### src/rtl/ram_pattern_gen_if.sv
// ram_pattern_gen_if: control handshake and RAM write/read port bundle for the
// RAM test-path pattern generator. master = generator side, slave = consumer side.
interface ram_pattern_gen_if #(
  parameter int unsigned ADDR_W = 5,
  parameter int unsigned DATA_W = 8
);

  logic              start;
  logic              busy;
  logic              done;
  logic              ram_wr_en;
  logic [ADDR_W-1:0] ram_wr_addr;
  logic [DATA_W-1:0] ram_wr_data;
  logic              ram_rd_en;
  logic [ADDR_W-1:0] ram_rd_addr;

  modport master (
    input  start,
    output busy,
    output done,
    output ram_wr_en,
    output ram_wr_addr,
    output ram_wr_data,
    output ram_rd_en,
    output ram_rd_addr
  );

  modport slave (
    output start,
    input  busy,
    input  done,
    input  ram_wr_en,
    input  ram_wr_addr,
    input  ram_wr_data,
    input  ram_rd_en,
    input  ram_rd_addr
  );

endinterface

### src/rtl/ram_pattern_gen.sv
// ram_pattern_gen: fills the RAM with an incrementing pattern starting at SEED,
// idles GAP_CYCLES cycles, then sweeps the read port over every location.
// Every output is a register fed from the current FSM state, so an output
// appears one cycle after the state it belongs to.
// Optional feature: define RAM_GEN_AUTO_START_EN to launch one sequence on the
// first clock edge after reset release without a start request.
module ram_pattern_gen #(
  parameter int unsigned ADDR_W     = 5,
  parameter int unsigned DATA_W     = 8,
  parameter int unsigned SEED       = 0,
  parameter int unsigned GAP_CYCLES = 2
) (
  input  logic               clk,
  input  logic               rstn,
  ram_pattern_gen_if.master  bus
);

  localparam int unsigned      GAP_W     = 4;
  localparam logic [ADDR_W-1:0] ADDR_LAST = '1;
  localparam logic [GAP_W-1:0]  GAP_LAST  =
    GAP_W'((GAP_CYCLES == 0) ? 0 : (GAP_CYCLES - 1));
  localparam logic              HAS_GAP   = (GAP_CYCLES != 0);
  localparam logic [DATA_W-1:0] SEED_D    = DATA_W'(SEED);

  typedef enum logic [2:0] {
    IDLE  = 3'd0,
    WRITE = 3'd1,
    GAP   = 3'd2,
    READ  = 3'd3,
    DONE  = 3'd4
  } state_t;

  state_t            state;
  state_t            state_nxt;
  logic [ADDR_W-1:0] cnt;
  logic [ADDR_W-1:0] cnt_nxt;
  logic [GAP_W-1:0]  gap_cnt;
  logic [GAP_W-1:0]  gap_cnt_nxt;

  logic              start_req_c;
  logic              busy_c;
  logic              done_c;
  logic              wr_en_c;
  logic              rd_en_c;
  logic [DATA_W-1:0] wr_data_c;

  logic              busy;
  logic              done;
  logic              wr_en;
  logic [ADDR_W-1:0] wr_addr;
  logic [DATA_W-1:0] wr_data;
  logic              rd_en;
  logic [ADDR_W-1:0] rd_addr;

`ifdef RAM_GEN_AUTO_START_EN
  logic auto_pend;

  // One-shot start request that is live only until the first edge after reset
  always_ff @(posedge clk or negedge rstn) begin
    if (!rstn) auto_pend <= 1'b1;
    else       auto_pend <= 1'b0;
  end

  assign start_req_c = bus.start | auto_pend;
`else
  assign start_req_c = bus.start;
`endif

  // State, address counter and gap counter registers
  always_ff @(posedge clk or negedge rstn) begin
    if (!rstn) begin
      state   <= IDLE;
      cnt     <= '0;
      gap_cnt <= '0;
    end else begin
      state   <= state_nxt;
      cnt     <= cnt_nxt;
      gap_cnt <= gap_cnt_nxt;
    end
  end

  // Next-state logic and per-state output values (registered below)
  always_comb begin
    state_nxt   = state;
    cnt_nxt     = cnt;
    gap_cnt_nxt = gap_cnt;
    busy_c      = 1'b0;
    done_c      = 1'b0;
    wr_en_c     = 1'b0;
    rd_en_c     = 1'b0;
    wr_data_c   = SEED_D + DATA_W'(cnt);

    unique case (state)
      IDLE: begin
        if (start_req_c) begin
          state_nxt = WRITE;
          cnt_nxt   = '0;
        end
      end

      WRITE: begin
        busy_c  = 1'b1;
        wr_en_c = 1'b1;
        cnt_nxt = cnt + ADDR_W'(1);
        if (cnt == ADDR_LAST) begin
          cnt_nxt     = '0;
          gap_cnt_nxt = '0;
          state_nxt   = HAS_GAP ? GAP : READ;
        end
      end

      GAP: begin
        busy_c = 1'b1;
        if (gap_cnt == GAP_LAST) begin
          state_nxt = READ;
        end else begin
          gap_cnt_nxt = gap_cnt + GAP_W'(1);
        end
      end

      READ: begin
        busy_c  = 1'b1;
        rd_en_c = 1'b1;
        cnt_nxt = cnt + ADDR_W'(1);
        if (cnt == ADDR_LAST) begin
          cnt_nxt   = '0;
          state_nxt = DONE;
        end
      end

      DONE: begin
        done_c    = 1'b1;
        state_nxt = IDLE;
      end

      default: begin
        state_nxt = IDLE;
      end
    endcase
  end

  // Output registers; address/data hold their last value while disabled
  always_ff @(posedge clk or negedge rstn) begin
    if (!rstn) begin
      busy    <= 1'b0;
      done    <= 1'b0;
      wr_en   <= 1'b0;
      wr_addr <= '0;
      wr_data <= '0;
      rd_en   <= 1'b0;
      rd_addr <= '0;
    end else begin
      busy  <= busy_c;
      done  <= done_c;
      wr_en <= wr_en_c;
      rd_en <= rd_en_c;
      if (wr_en_c) begin
        wr_addr <= cnt;
        wr_data <= wr_data_c;
      end
      if (rd_en_c) begin
        rd_addr <= cnt;
      end
    end
  end

  assign bus.busy        = busy;
  assign bus.done        = done;
  assign bus.ram_wr_en   = wr_en;
  assign bus.ram_wr_addr = wr_addr;
  assign bus.ram_wr_data = wr_data;
  assign bus.ram_rd_en   = rd_en;
  assign bus.ram_rd_addr = rd_addr;

endmodule

### src/flat_wrapper.sv
// flat-port wrapper written by rule: the top's interface ports become plain ports
module ram_pattern_gen_flat 
#(
  parameter int unsigned ADDR_W     = 5,
  parameter int unsigned DATA_W     = 8,
  parameter int unsigned SEED       = 0,
  parameter int unsigned GAP_CYCLES = 2
)
  (clk, rstn, bus_start, bus_busy, bus_done, bus_ram_wr_en, bus_ram_wr_addr, bus_ram_wr_data, bus_ram_rd_en, bus_ram_rd_addr);
  ram_pattern_gen_if #(.ADDR_W(ADDR_W), .DATA_W(DATA_W)) bus_i ();
  input  logic clk;
  input  logic rstn;
  input wire logic [$bits(bus_i.start)-1:0] bus_start;
  output wire logic [$bits(bus_i.busy)-1:0] bus_busy;
  output wire logic [$bits(bus_i.done)-1:0] bus_done;
  output wire logic [$bits(bus_i.ram_wr_en)-1:0] bus_ram_wr_en;
  output wire logic [$bits(bus_i.ram_wr_addr)-1:0] bus_ram_wr_addr;
  output wire logic [$bits(bus_i.ram_wr_data)-1:0] bus_ram_wr_data;
  output wire logic [$bits(bus_i.ram_rd_en)-1:0] bus_ram_rd_en;
  output wire logic [$bits(bus_i.ram_rd_addr)-1:0] bus_ram_rd_addr;
  assign bus_i.start = bus_start;
  assign bus_busy = bus_i.busy;
  assign bus_done = bus_i.done;
  assign bus_ram_wr_en = bus_i.ram_wr_en;
  assign bus_ram_wr_addr = bus_i.ram_wr_addr;
  assign bus_ram_wr_data = bus_i.ram_wr_data;
  assign bus_ram_rd_en = bus_i.ram_rd_en;
  assign bus_ram_rd_addr = bus_i.ram_rd_addr;
  ram_pattern_gen #(.ADDR_W(ADDR_W), .DATA_W(DATA_W), .SEED(SEED), .GAP_CYCLES(GAP_CYCLES)) u_core (.clk(clk), .rstn(rstn), .bus(bus_i));
endmodule
### config.mk
export PLATFORM = sky130hd
export DESIGN_NAME = ram_pattern_gen_flat
export DESIGN_NICKNAME = d
export VERILOG_FILES = /design/src/rtl/ram_pattern_gen_if.sv /design/src/rtl/ram_pattern_gen.sv /design/src/flat_wrapper.sv
export SDC_FILE = /design/constraint.sdc
export NUM_CORES = 1
export LEC_CHECK = 0
export ABC_AREA = 0
export CORE_AREA = 8 8 58 60
export CTS_CLUSTER_DIAMETER = 50
export DETAILED_ROUTE_END_ITERATION = 12
export DIE_AREA = 0 0 66 68
export GPL_TIMING_DRIVEN = 1
export PLACE_DENSITY = 0.88
export RECOVER_POWER = 100
export SYNTH_ARGS = -nofsm -noshare
export SYNTH_HDL_FRONTEND = slang
export SYNTH_SLANG_ARGS = --single-unit
### constraint.sdc
create_clock -name clk -period 4.29 [get_ports clk]
set_input_delay 0.429 -clock clk [delete_from_list [all_inputs] [get_ports clk]]
set_output_delay 0.429 -clock clk [all_outputs]
set_load 0.05 [all_outputs]
==> results.sh, run 1 <==
export IMPL_drive_gt1_share_pct=14.3
export IMPL_io_pins=25
export IMPL_critPathTopFamily="simple AND/OR/NAND/NOR gates"
export IMPL_synth_xor_area_share_pct=1.40
export IMPL_dr_pass1_iters=4
export IMPL_grt_max_degree=27
export IMPL_hold_path_class="reg2reg"
export IMPL_cts_buffers=3
export IMPL_tns_ps=0
export IMPL_maxCapViolCount=0
export IMPL_fin_area_um2=1410
export IMPL_finalCriticalPeriod_ps=2100
export IMPL_max_freq_ghz=0.477
export IMPL_synth_top_family_by_area="simple AND/OR/NAND/NOR gates"
export IMPL_synth_distinct_cells=32
export IMPL_htree_num_levels=1
export IMPL_worstSetupPathDepth=6
export IMPL_antenna_found_initial=0
export IMPL_setup_viol=0
export IMPL_critical_path_required_ps=4560
export IMPL_cts_tree="done"
export IMPL_critPathLaunchType="flip-flop"
export IMPL_drt_wl_total_um=2110
export IMPL_synth_compound_area_share_pct=7.99
export IMPL_rsz0062_at_grt="false"
export IMPL_cp_slowest_cell="nor3b_1"
export IMPL_hold_depth=1
export IMPL_worstSetupPathType="reg2reg"
export IMPL_cts_resized_gates=0
export IMPL_cp_end_kind="flip-flop"
export IMPL_finClkSkew_ps=2.83
export IMPL_cp_max_fo=6
export IMPL_synth_simple_gate_area_share_pct=13.3
export IMPL_netlist_instances=97
export IMPL_yosys_register_bits=26
export IMPL_final_antenna_net_count=0
export IMPL_cts_hold_buf=0
export IMPL_hold_viol=0
export IMPL_gp_congestion=0.775
export IMPL_async_reset_ff_share_pct=100
export IMPL_ys_flop_type="dfrtp_1"
export IMPL_core_region_area_um2=2570
export IMPL_antenna_cells=0
export IMPL_run_status="finished, final reports clean"
export IMPL_dpl_hpwl_um=1620
export IMPL_rows=19
export IMPL_synth_edff_count=0
export IMPL_first_global_vias=782
export IMPL_synth_area_leaders="dfrtp_1 52%, mux2_4 6.0%, buf_4 5.4%, mux2_2 4.5%, ha_1 4.0%"
export IMPL_drt_iter0_drc=50
export IMPL_die_w_um=66
export IMPL_die_y_um=68
export IMPL_syn_to_final_growth_pct=12.5
export IMPL_slew_viol_final=0
export IMPL_syn_area_per_cell_um2=12.9
export IMPL_clkTransAtPathRegs_ps=130
export IMPL_layoutNonFillerInstCount=143
export IMPL_clock_sinks=26
export IMPL_clock_path_buffers=2
export IMPL_dpl_cell_area_um2=1410
export IMPL_remaining_drc_errors=0
export IMPL_arrival_ps=2360
export IMPL_crit_chain="ha_1 > and3_1 > ha_1 > nor3b_1 > and3b_1 > a221o_1"
export IMPL_port_buffers=21
export IMPL_grt_total_usage_pct=10.4
export IMPL_overflow=0
export IMPL_viasPerCell=5.33
export IMPL_placed_cells=139
export IMPL_synth_adder_area_share_pct=4.00
export IMPL_post_drt_wl_per_cell_um=14.8
export IMPL_cts_root_buf="clkbuf_4"
export IMPL_synth_mux_area_share_pct=12.9
export IMPL_relSlewSlack_pct=26.6
export IMPL_grt_pass1_wl_um=3570
export IMPL_yosys_area_top_type_share_pct=51.9
export IMPL_crit_top_cell="ha_1"
export IMPL_synth_largest_area_cell="dfrtp_1"
export IMPL_mappedNetlistArea_um2=1250
export IMPL_slowest_delay_ps=590
export IMPL_post_cts_buffers=0
export IMPL_synth_seq_area_share_pct=51.9
export IMPL_vias=762
export IMPL_rr_worst_depth=6
export IMPL_fin_util_pct=54.9
export IMPL_nets=120
export IMPL_fin_crit_sh_pct=48.9
export IMPL_start_util_pct=48.8
export IMPL_crit_buf_inv=0
export IMPL_clk_latency_ps=320
export IMPL_die_area_um2=4490
export IMPL_tightest_slew_ps=1100
export IMPL_yosysWarnings=0
## cells by family (layout without fill, tap and decap cells)
kind of cell	after synthesis	in the layout
buffers and inverters	14	27
adders and majority gates	4	4
muxes	13	13
other	1	3
xor gates and xnor gates	2	2
AOI/OAI and AO/OA	11	11
and+or+nand+nor	26	26
DFF	26	26
## sequential cells by signal, summed over array words and instances, names as in the netlist
signal                  cells
u_core.bus.busy             1
u_core.bus.done             1
u_core.bus.ram_rd_addr      5
u_core.bus.ram_rd_en        1
u_core.bus.ram_wr_data      5
u_core.bus.ram_wr_en        1
u_core.cnt                  5
u_core.gap_cnt              4
u_core.state                3
## path summary, 6_finish.rpt
check	slack [ps]	start	endpoint
worst max-delay path	2190	u_core.cnt[0]$_DFFE_PN0P_	u_core.cnt[2]$_DFFE_PN0P_
worst min register to register	500	u_core.gap_cnt[3]$_DFFE_PN0P_	u_core.gap_cnt[3]$_DFFE_PN0P_
worst max register to register	2190	u_core.cnt[0]$_DFFE_PN0P_	u_core.cnt[2]$_DFFE_PN0P_
max in group asynchronous	2890	rstn	u_core.bus.ram_rd_addr[1]$_DFFE_PN0P_
worst min-delay path	500	u_core.gap_cnt[3]$_DFFE_PN0P_	u_core.gap_cnt[3]$_DFFE_PN0P_
min in group asynchronous	750	rstn	u_core.state[1]$_DFFE_PN0P_
## synthesized netlist by cell type, types with 2 or more instances
cell	number
nor2b_4	2
buf_6	2
nor2b_1	3
nor2_1	7
dfrtp_1	26
mux2_2	5
nand2_1	5
mux2i_1	3
nor3b_2	2
buf_4	9
o21bai_1	2
inv_1	2
mux2_4	5
a22o_1	3
ha_1	4
## stage by stage
| step | hold WS, ps | setup WS, ps |
|---|---|---|
| finish | 499 | 2190 |
| global route | 512 | 2040 |
| detailed placement | 486 | 2470 |
| CTS | 504 | 2280 |
| floorplan | 133 | 2680 |
| global placement | 462 | 2550 |
## final cells by class
class                           count  area [um2]
Fill cell                         230        1160
Clock buffer                        4        36.3
Sequential cell                    26         651
Multi-Input combinational cell     59         465
Timing Repair Buffer               21         210
Tap cell                           31        38.8
Inverter                            2        7.51
## worst reg2reg max path, cell delays in order, from the launching register on
cell and delay, ps:
dfrtp_1 460, ha_1 250, and3_1 190, ha_1 210
nor3b_1 590, and3b_1 250, a221o_1 100
## layer usage
metal | vias to the layer above | part of all wire [%] | track usage [%]
met2 | 27 | 47 | 17.7
met1 | 375 | 41 | 10.1
met4 | 0 | 3.9 | 9.33
met3 | 6 | 8.1 | 3.44
li1 | 354 | - | -
met5 | - | 0 | 0
## placed cells by master, fill, tap and decap left out, drive strengths merged
| cell type | n |
|---|---|
| and3b | 1 |
| and3 | 1 |
| and2 | 1 |
| nor3b | 2 |
| mux2 | 10 |
| o21ai | 1 |
| conb | 3 |
| dfrtp | 26 |
| xor2 | 1 |
| nand4bb | 1 |
| xnor2 | 1 |
| o21ba | 1 |
| a21oi | 1 |
| clkbuf | 4 |
| nor2 | 7 |
| inv | 2 |
| nand2 | 6 |
| a221o | 1 |
| ha | 4 |
| a32o | 1 |
| mux2i | 3 |
| a22o | 3 |
| o21bai | 2 |
| dlygate4sd3 | 21 |
| nand3 | 1 |
| nand4 | 1 |
| a21boi | 1 |
| nor2b | 5 |
Power of run 1 is left out: the tool's default activity adds up to more than one toggle a clock period on the data nets, which glitch-free logic cannot reach.
==> run 2: changes to the inputs <==
Settings changed: CORE_AREA 8 8 58 60 to 8 8 60 62, DIE_AREA 0 0 66 68 to 0 0 68 70, PLACE_DENSITY 0.88 to 0.83.
Clock period 4.29 ns to 2.05 ns, I/O delays scaled along.
==> run 2 against run 1 <==
Utilization down 1.3 points; critical endpoint unchanged; final area up 1.2%; hold slack worse by 9.1 ps; via count down 1.6%; non-clock buffer count up 1; die area up 6.1%; final cell count up 0.70%.
==> results.sh, run 2 (synthesis results as in run 1) <==
export IMPL_run_status="finished, final reports clean"
export IMPL_grt_pass1_wl_um=3650
export IMPL_vias=750
export IMPL_critical_path_required_ps=2320
export IMPL_cts_tree="done"
export IMPL_htree_num_levels=1
export IMPL_post_cts_buffers=0
export IMPL_rows=19
export IMPL_mostFrequentLayoutCell="dfrtp_1"
export IMPL_drt_wl_total_um=2200
export IMPL_dpl_hpwl_um=1690
export IMPL_placed_cells=140
export IMPL_relSlewSlack_pct=10.7
export IMPL_maxCapViolCount=0
export IMPL_cts_hold_buf=0
export IMPL_clock_path_buffers=2
export IMPL_clock_sinks=26
export IMPL_cts_buffers=3
export IMPL_hold_path_class="reg2reg"
export IMPL_die_area_um2=4760
export IMPL_finClkSkew_ps=1.39
export IMPL_antenna_found_initial=0
export IMPL_grt_total_usage_pct=9.82
export IMPL_antenna_cells=0
export IMPL_grt_max_degree=27
export IMPL_syn_to_final_growth_pct=13.8
export IMPL_tightest_slew_ps=1340
export IMPL_critPathLaunchType="flip-flop"
export IMPL_drt_iter0_drc=30
export IMPL_remaining_drc_errors=0
export IMPL_die_w_um=68
export IMPL_post_drt_wl_per_cell_um=15.3
export IMPL_clk_latency_ps=310
export IMPL_fill_cells=253
export IMPL_final_antenna_net_count=0
export IMPL_tns_ps=0
export IMPL_dr_pass1_iters=4
export IMPL_port_buffers=21
export IMPL_cts_root_buf="clkbuf_4"
export IMPL_drive_gt1_share_pct=12.4
export IMPL_cp_end_kind="flip-flop"
export IMPL_fin_crit_sh_pct=92.8
export IMPL_cp_max_fo=6
export IMPL_finalCriticalPeriod_ps=1900
export IMPL_final_cell_mix="26 x dfrtp_1, 20 x dlygate4sd3_1, 7 x nor2_1"
export IMPL_io_pins=25
export IMPL_worstSetupPathType="reg2reg"
export IMPL_start_util_pct=47.0
export IMPL_arrival_ps=2170
export IMPL_setup_viol=0
export IMPL_viasPerCell=5.21
export IMPL_rsz0062_at_grt="false"
export IMPL_overflow=0
export IMPL_max_freq_ghz=0.526
export IMPL_layoutNonFillerInstCount=144
export IMPL_slew_viol_final=0
export IMPL_cts_resized_gates=0
export IMPL_hold_viol=0
export IMPL_gp_congestion=0.756
export IMPL_core_region_area_um2=2660
export IMPL_die_y_um=70
export IMPL_clkTransAtPathRegs_ps=130
export IMPL_nets=121
export IMPL_first_global_vias=771
[run 2: cell count changes in the layout (fill, tap and decap cells not counted)]
| cell | before | now |
|---|---|---|
| mux2_1 | 1 | 5 |
| mux2_2 | 9 | 5 |
| clkbuf_1 | 0 | 1 |
| clkdlybuf4s50_1 | 0 | 1 |
| dlygate4sd3_1 | 21 | 20 |
| nor2b_1 | 5 | 4 |
| nor2b_4 | 0 | 1 |
| nor3b_1 | 1 | 0 |
| nor3b_2 | 1 | 2 |
[run 2: worst paths after layout]
kind / from / end / slack, ps / cells past startpoint
max: u_core.cnt[0]$_DFFE_PN0P_ / u_core.cnt[2]$_DFFE_PN0P_ / 150 / 6
min: u_core.gap_cnt[3]$_DFFE_PN0P_ / u_core.gap_cnt[3]$_DFFE_PN0P_ / 490 / 1
max reg2reg: u_core.cnt[0]$_DFFE_PN0P_ / u_core.cnt[2]$_DFFE_PN0P_ / 150 / 6
min reg2reg: u_core.gap_cnt[3]$_DFFE_PN0P_ / u_core.gap_cnt[3]$_DFFE_PN0P_ / 490 / 1
max in group asynchronous: rstn / u_core.gap_cnt[3]$_DFFE_PN0P_ / 580 / 2
min in group asynchronous: rstn / u_core.bus.ram_wr_en$_DFF_PN0_ / 690 / 2
[run 2: layout make-up]
cell class / count / area, um2 / area share (%)
clock buffers: 4 / 36.3 / 2.55
flip-flops and latches: 26 / 651 / 45.7
multi-input cells: 59 / 478 / 33.5
inverters: 2 / 7.51 / 0.527
well taps: 31 / 38.8 / 2.72
repair buffers: 22 / 214 / 15.0
[run 2: worst max-delay path: stages (launching register included)]
cell	delay [ps]
dfrtp_1	460
ha_1	250
and3_1	190
ha_1	220
nor3b_2	370
and3b_1	240
a221o_1	110
[run 2: per-stage QoR]
stage / setup slack [ps] / hold WS [ps] / utilization (%) / area, um2
3_5_place_dp: 183 / 472 / 53.4 / 1420
4_1_cts: 176 / 237 / 54.7 / 1460
6_report: 147 / 490 / 53.5 / 1430
3_3_place_gp: 373 / 463 / 53.4 / 1420
2_1_floorplan: 437 / -90.6 / - / 1260
5_1_grt: 107 / 519 / 53.5 / 1430
[run 2: per-layer routing]
metal	up-vias	GRT usage, %	part of all wire [%]
met4	0	4.78	2.0
li1	353	-	-
met3	5	1.59	5.9
met1	372	12.2	42
met5	-	0	0
met2	20	15.8	50
Power of run 2 is left out for the same reason.
